$ cat src/rtl/multibyte_add_sequencer.sv
// Byte-serial N-byte add/subtract: one 8-bit ripple adder reused across BYTES
// cycles, least-significant byte first, with valid/ready request and result ports.
module multibyte_add_sequencer #(
   parameter int unsigned BYTES = 4
) (
   input  logic                 clk,
   input  logic                 rst_n,
   input  logic                 in_valid,
   output logic                 in_ready,
   input  logic [8*BYTES-1:0]   A,
   input  logic [8*BYTES-1:0]   B,
   input  logic                 Cin,
   input  logic                 op_sub,
   output logic                 out_valid,
   input  logic                 out_ready,
   output logic [8*BYTES-1:0]   Sum,
   output logic                 Cout,
   output logic                 Ovf,
   output logic                 busy
);

   localparam int unsigned W  = 8 * BYTES;
   localparam int unsigned IW = $clog2(BYTES);

   typedef enum logic [1:0] {
      IDLE = 2'd0,
      RUN  = 2'd1,
      DONE = 2'd2
   } state_t;

   state_t         state;
   state_t         state_nx;
   logic [W-1:0]   a_q;
   logic [W-1:0]   b_q;
   logic [W-1:0]   sum_q;
   logic [W-1:0]   sum_nx;
   logic           carry_q;
   logic [IW-1:0]  idx;
   logic [7:0]     a_byte;
   logic [7:0]     b_byte;
   logic [7:0]     add_sum;
   logic           add_cout;
   logic           last;

   // Shared 8-bit ripple adder on the currently selected byte lane
   always_comb begin
      a_byte              = a_q[8*idx +: 8];
      b_byte              = b_q[8*idx +: 8];
      {add_cout, add_sum} = 9'(a_byte) + 9'(b_byte) + 9'(carry_q);
      last                = (idx == IW'(BYTES - 1));
      sum_nx              = sum_q;
      sum_nx[8*idx +: 8]  = add_sum;
   end

   always_ff @(posedge clk) begin
      if (!rst_n) begin
         state <= IDLE;
      end else begin
         state <= state_nx;
      end
   end

   // Next state and handshake decode; flags depend on state only
   always_comb begin
      state_nx  = state;
      in_ready  = 1'b0;
      out_valid = 1'b0;
      busy      = 1'b0;
      case (state)
         IDLE: begin
            in_ready = 1'b1;
            if (in_valid) begin
               state_nx = RUN;
            end
         end
         RUN: begin
            busy = 1'b1;
            if (last) begin
               state_nx = DONE;
            end
         end
         DONE: begin
            out_valid = 1'b1;
            if (out_ready) begin
               state_nx = IDLE;
            end
         end
         default: state_nx = IDLE;
      endcase
   end

   // Operand capture, byte accumulation and result registers
   always_ff @(posedge clk) begin
      if (!rst_n) begin
         a_q     <= '0;
         b_q     <= '0;
         sum_q   <= '0;
         carry_q <= 1'b0;
         idx     <= '0;
         Sum     <= '0;
         Cout    <= 1'b0;
         Ovf     <= 1'b0;
      end else begin
         case (state)
            IDLE: begin
               if (in_valid) begin
                  a_q     <= A;
                  b_q     <= op_sub ? ~B : B;
                  carry_q <= op_sub ? 1'b1 : Cin;
                  idx     <= '0;
               end
            end
            RUN: begin
               sum_q   <= sum_nx;
               carry_q <= add_cout;
               idx     <= idx + IW'(1);
               if (last) begin
                  Sum  <= sum_nx;
                  Cout <= add_cout;
                  // Signed overflow: operands agree in sign, result does not
                  Ovf  <= (a_q[W-1] == b_q[W-1]) && (add_sum[7] != a_q[W-1]);
               end
            end
            default: ;
         endcase
      end
   end

endmodule

$ cat config.mk
export PLATFORM = sky130hd
export DESIGN_NAME = multibyte_add_sequencer
export DESIGN_NICKNAME = d
export VERILOG_FILES = /design/src/rtl/multibyte_add_sequencer.sv
export SDC_FILE = /design/constraint.sdc
export NUM_CORES = 1
export LEC_CHECK = 0
export BUFFER_PORTS_ARGS = -buffer_cell sky130_fd_sc_hd__buf_2
export CORE_ASPECT_RATIO = 1.2
export CORE_MARGIN = 3
export CORE_UTILIZATION = 56
export DETAILED_ROUTE_END_ITERATION = 16
export HOLD_SLACK_MARGIN = 0.1
export PLACE_DENSITY = 0.85
export SLEW_MARGIN = 25
export SYNTH_ARGS = -nofsm -noshare
export SYNTH_HDL_FRONTEND = slang
export SYNTH_SLANG_ARGS = --single-unit
export TNS_END_PERCENT = 10
$ cat constraint.sdc
create_clock -name clk -period 4.2 [get_ports clk]
set_input_delay 0.42 -clock clk [delete_from_list [all_inputs] [get_ports clk]]
set_output_delay 0.42 -clock clk [all_outputs]
set_load 0.1 [all_outputs]
== Word-level counts from Yosys, hierarchy flattened ==
Index checks and enable logic that the tools add are counted.

* Flip-flop bits (word level): 135
* Latch bits: 0
* Bits in writable memories: 0
* Bits in read-only memories: 0
* Bits of input ports: 70
* Output and inout port bits: 37
* Memories: 0

* Add/subtract/negate cells: 4
* Multiply operators: 0
* Divide/modulo/power cells: 0
* $lt $le $gt $ge: 0
* Eq/ne operators: 8
* Shift operators: 4
* Multiplexer cells: 14
* Bitwise gates (word level): 1
* Reduce and logical (&&, ||, !) cells: 7

{| class="wikitable"
|+ Operators with widths
! kind !! count
|-
| $shiftx 32x6->8 || 2
|-
| $neg 5->34 || 1
|-
| $shift 8x34->32 const A || 1
|-
| $shiftx 8x34->32 || 1
|-
| $bwmux 32 || 1
|-
| $mux 32 || 1
|-
| $not 32->32 || 1
|-
| $add 8x8->9 || 1
|-
| $add 9x1->9 || 1
|-
| $mux 2 || 4
|-
| $ne 2x2->1 const B || 3
|-
| $pmux 2 s3 || 1
|-
| $reduce_and 2->1 || 3
|-
| $mux 1 || 5
|-
| $eq 2x2->1 const B || 2
|-
| $pmux 2 s2 || 1
|-
| $reduce_and 3->1 || 1
|-
| $add 2x1->2 const B || 1
|-
| $eq 2x1->1 const B || 1
|-
| $logic_not 2->1 || 1
|-
| $pmux 1 s2 || 1
|-
| $reduce_bool 2->1 || 1
|-
| $eq 1x1->1 || 1
|-
| $logic_and 1x1->1 || 1
|-
| $ne 1x1->1 || 1
|}

== Depth between registers and ports, before layout ==
* Word-level depth: 5
* Depth in mapped cells: 10
* Gate-level depth less buffers: 8

== Least setup slack after synthesis ==
No wires, ideal clock.

* Path kind: flip-flop to flip-flop
* From: register idx[0]
* To: register Sum[30]
* Library setup time: 0.132 ns
* Data arrival time: 3.088 ns
* Data required time: 4.068 ns
* Path slack: 0.981 ns
* Stages on the path, launching flop included: 10
* Path buffers: 1
* Cells stage by stage: dfxtp_1 -> buf_2 -> mux4_2 -> fa_1 -> fa_1 -> a21o_1 -> a221oi_2 -> xnor2_1 -> a221oi_1 -> nor3_1

* Cells in the longest elaborated chain, start to end: 5

{| class="wikitable"
|+ Ends and longest elaborated chain
! what !! line !! text
|-
| start, declared || 38 || <nowiki>logic [IW-1:0] idx;</nowiki>
|-
| start signal, assigned || 116 || <nowiki>idx <= idx + IW'(1);</nowiki>
|-
| $shiftx 32x6->8 (on tied branches) || 47, 48 ||
|-
| $add 8x8->9 || 49 || <nowiki>{add_cout, add_sum} = 9'(a_byte) + 9'(b_byte) + 9'(carry_q);</nowiki>
|-
| $add 9x1->9 || 49 ||
|-
| $shiftx 8x34->32 || 52 || <nowiki>sum_nx[8*idx +: 8] = add_sum;</nowiki>
|-
| $bwmux 32 || 52 ||
|-
| end signal, assigned || 118 || <nowiki>Sum <= sum_nx;</nowiki>
|-
| end, declared || 16 || <nowiki>output logic [8*BYTES-1:0] Sum,</nowiki>
|}

Parallel ways exist; a longest one is shown, timed or not.
A chain may end at the register's enable or synchronous reset.

== Worst setup path after layout ==
* From: register idx[0]
* To: register Sum[22]

The elaborated chain is that of the path after synthesis.

==> results.cfg <==
[outcome]
status = complete, no violations

[place]
dpl.hpwl_mm = 9.952
pre_cts_ws_ns = 0.7419
placement.io_buffers = 106
dp_cells = 842
place_congestion = 0.9354
dpl_cell_area_um2 = 6501

[floorplan]
fp.dieH_um = 118.8
pin_count = 107
core_area_um2 = 10160
initial_core_util_pct = 58.47
die_x_um = 100.0
fp-row-count = 40
dieArea_um2 = 11880

[sta]
hold_viol = 0
min_period_over_period_pct = 84.18
rsz0062_at_grt = false
worst_slew_pin_slew_ns = 0.9762
layout_setup_ws_ns = 0.6646
slew_violations = 0
hold_ws_ns = 0.2429
fmax_ghz = 0.2829
setup_tns_ns = 0
fin_crit_ns = 3.535
finalSetupViolCount = 0
fin_worst_skew_ns = 0.006219
slew_headroom_pct = 34.63

[detailed_routing]
drtIter0Drc = 249
num_vias = 5029
wl_per_cell_um = 16.41
routed_wl_mm = 14.26
drc = 0
viasPerCell = 5.787
postRouteAntennaNets = 0
first_pass_iters = 5

[cts]
worstSkewPairLatency_ns = 0.42
cts-root-buf = clkbuf_16
cts_max_path_buffers = 2
cts.sinks = 135
clkTransAtPathRegs_ns = 0.05
cts_buffers = 17
post_cts_resized = 0
cts.hold.buffers_added = 0
postCtsSetupBuffers = 0
cts_max_level = 4
cts_tree = done

[cells_and_area]
fin_util_pct = 69.15
areaGrowthSynthToFinish_pct = 18.26
drive_gt1_share_pct = 22.48
nNetsFinal = 820
final_cells = 869
design_area_um2 = 7025
n_antenna_cell = 0

[grt]
grt_overflow = 0
grt_pass1_vias = 4903
grt_max_degree = 88
grt_pass1_wl_mm = 23.29
antenna_found_initial = 0
grt_use_total_pct = 24.71

[logic_synthesis]
synth_largest_area_cell = dfxtp_1
synth_seq_cells = 135
ys.flop_type = dfxtp_1
synth_area_um2 = 5941
synth_cell_types = 42
yosysSeqAreaShare_pct = 45.49
syn_nets = 736
synth_most_common_cell = dfxtp_1
synth_edf_count = 0
postSynth.asyncResetShare_pct = 0
ys_top_cells_by_count = dfxtp_1 (135), nor2_1 (87), nand2_1 (80)
ys_top_cells_by_area = dfxtp_1 (45%), a211oi_1 (7.1%), mux4_2 (6.1%)
synth_cells = 651
ys.warnings.count = 0
yosys.area.top_type_share_pct = 45.49
syn_avg_cell_area_um2 = 9.125

[worst_hold_path]
worst_hold_path_type = input port to flip-flop

[worst_setup_path]
start_kind = flip-flop
crit_arrival_ns = 3.82
cp_max_fo = 10
cp-end-kind = flip-flop
worstPathRequired_ns = 4.49
crit_type = flip-flop to flip-flop

[power]
ir_drop_mv = 0.2834
p_total_mw = 3.170
netSwitchingFraction_pct = 26.15
internal_power_mw = 2.341
p_clk_share_pct = 41.5
pwr_density_cell_nw_per_um2 = 451.2
comb_power_share_pct = 14.5
p_seq_share_pct = 44.1
p_switching_mw = 0.8290
leakagePower_nw = 2.795

[flow_run]
cap_violations = 0
-- logic make-up (layout without fill, tap and decap cells) --
kind of cell / after synthesis / count (layout) / share of synthesized area, %
flops: 135 / 135 / 45.49
mux: 16 / 16 / 6.066
buf+inv: 56 / 148 / 3.833
compound gates: 201 / 201 / 21.92
simple gates: 191 / 191 / 13.82
xor+xnor: 37 / 37 / 5.455
fa+ha+maj: 15 / 15 / 3.412
-- sequential cells by signal (all words and copies together) (netlist names) --
signal	count
state	2
b_q	32
idx	2
Cout	1
carry_q	1
a_q	32
Ovf	1
Sum	32
sum_q	32
-- per-layer routing --
metal | part of all wire [%] | global-route usage, % | vias up | wire length (um)
met5 | 0 | 0 | - | 0
met4 | 2.7 | 9.520 | 0 | 383
met3 | 5.6 | 6.854 | 34 | 795
met2 | 51 | 42.45 | 176 | 7334
met1 | 40 | 29.04 | 2326 | 5750
li1 | - | - | 2493 | -
-- layout by cell type (no fill, tap or decap), types with 4 or more instances in the layout --
master	synthesis	layout
a211oi_1	56	56
a21oi_1	60	60
a221oi_1	12	12
a22oi_1	28	28
buf_2	8	106
buf_4	0	6
clkbuf_16	0	17
clkbuf_8	0	5
dfxtp_1	135	135
ha_1	13	13
inv_1	5	4
mux4_2	16	16
nand2_1	80	79
nor2_1	87	87
nor3_1	4	4
o21ai_0	33	33
xnor2_1	35	35
-- critical path: stages (launching register included) --
cell and delay (ns):
dfxtp_1 0.71, mux4_2 0.60, fa_1 0.47, fa_1 0.43
a21o_1 0.22, a221oi_2 0.27, xnor2_1 0.26, a221oi_1 0.37
nor3_1 0.07
-- power groups by stage --
stage	Combinational, mW	Clock, mW	Sequential [mW]
finish	0.459	1.31	1.40
global route	0.504	1.38	1.40
CTS	0.456	1.33	1.40
detailed placement	0.452	0	1.42
global placement	0.435	0	1.42
floorplan	0.333	0	1.41
-- layout make-up --
cell class / instances / area [um^2]
inverters: 8 / 30.03
clock buffers: 24 / 501.7
repair buffers: 113 / 595.6
flip-flops and latches: 135 / 2703
well taps: 126 / 157.7
fillers: 808 / 3134
clock inverters: 3 / 20.02
multi-input cells: 460 / 3018
-- final timing paths --
kind	from	to	slack, ns	cells past startpoint
setup / recovery	idx[0]	Sum[22]	0.66	8
setup reg to reg	idx[0]	Sum[22]	0.66	8
hold / removal	A[19]	a_q[19]	0.24	3
hold reg to reg	a_q[28]	a_q[28]	0.45	2
Power figures use the tool's default switching activity.
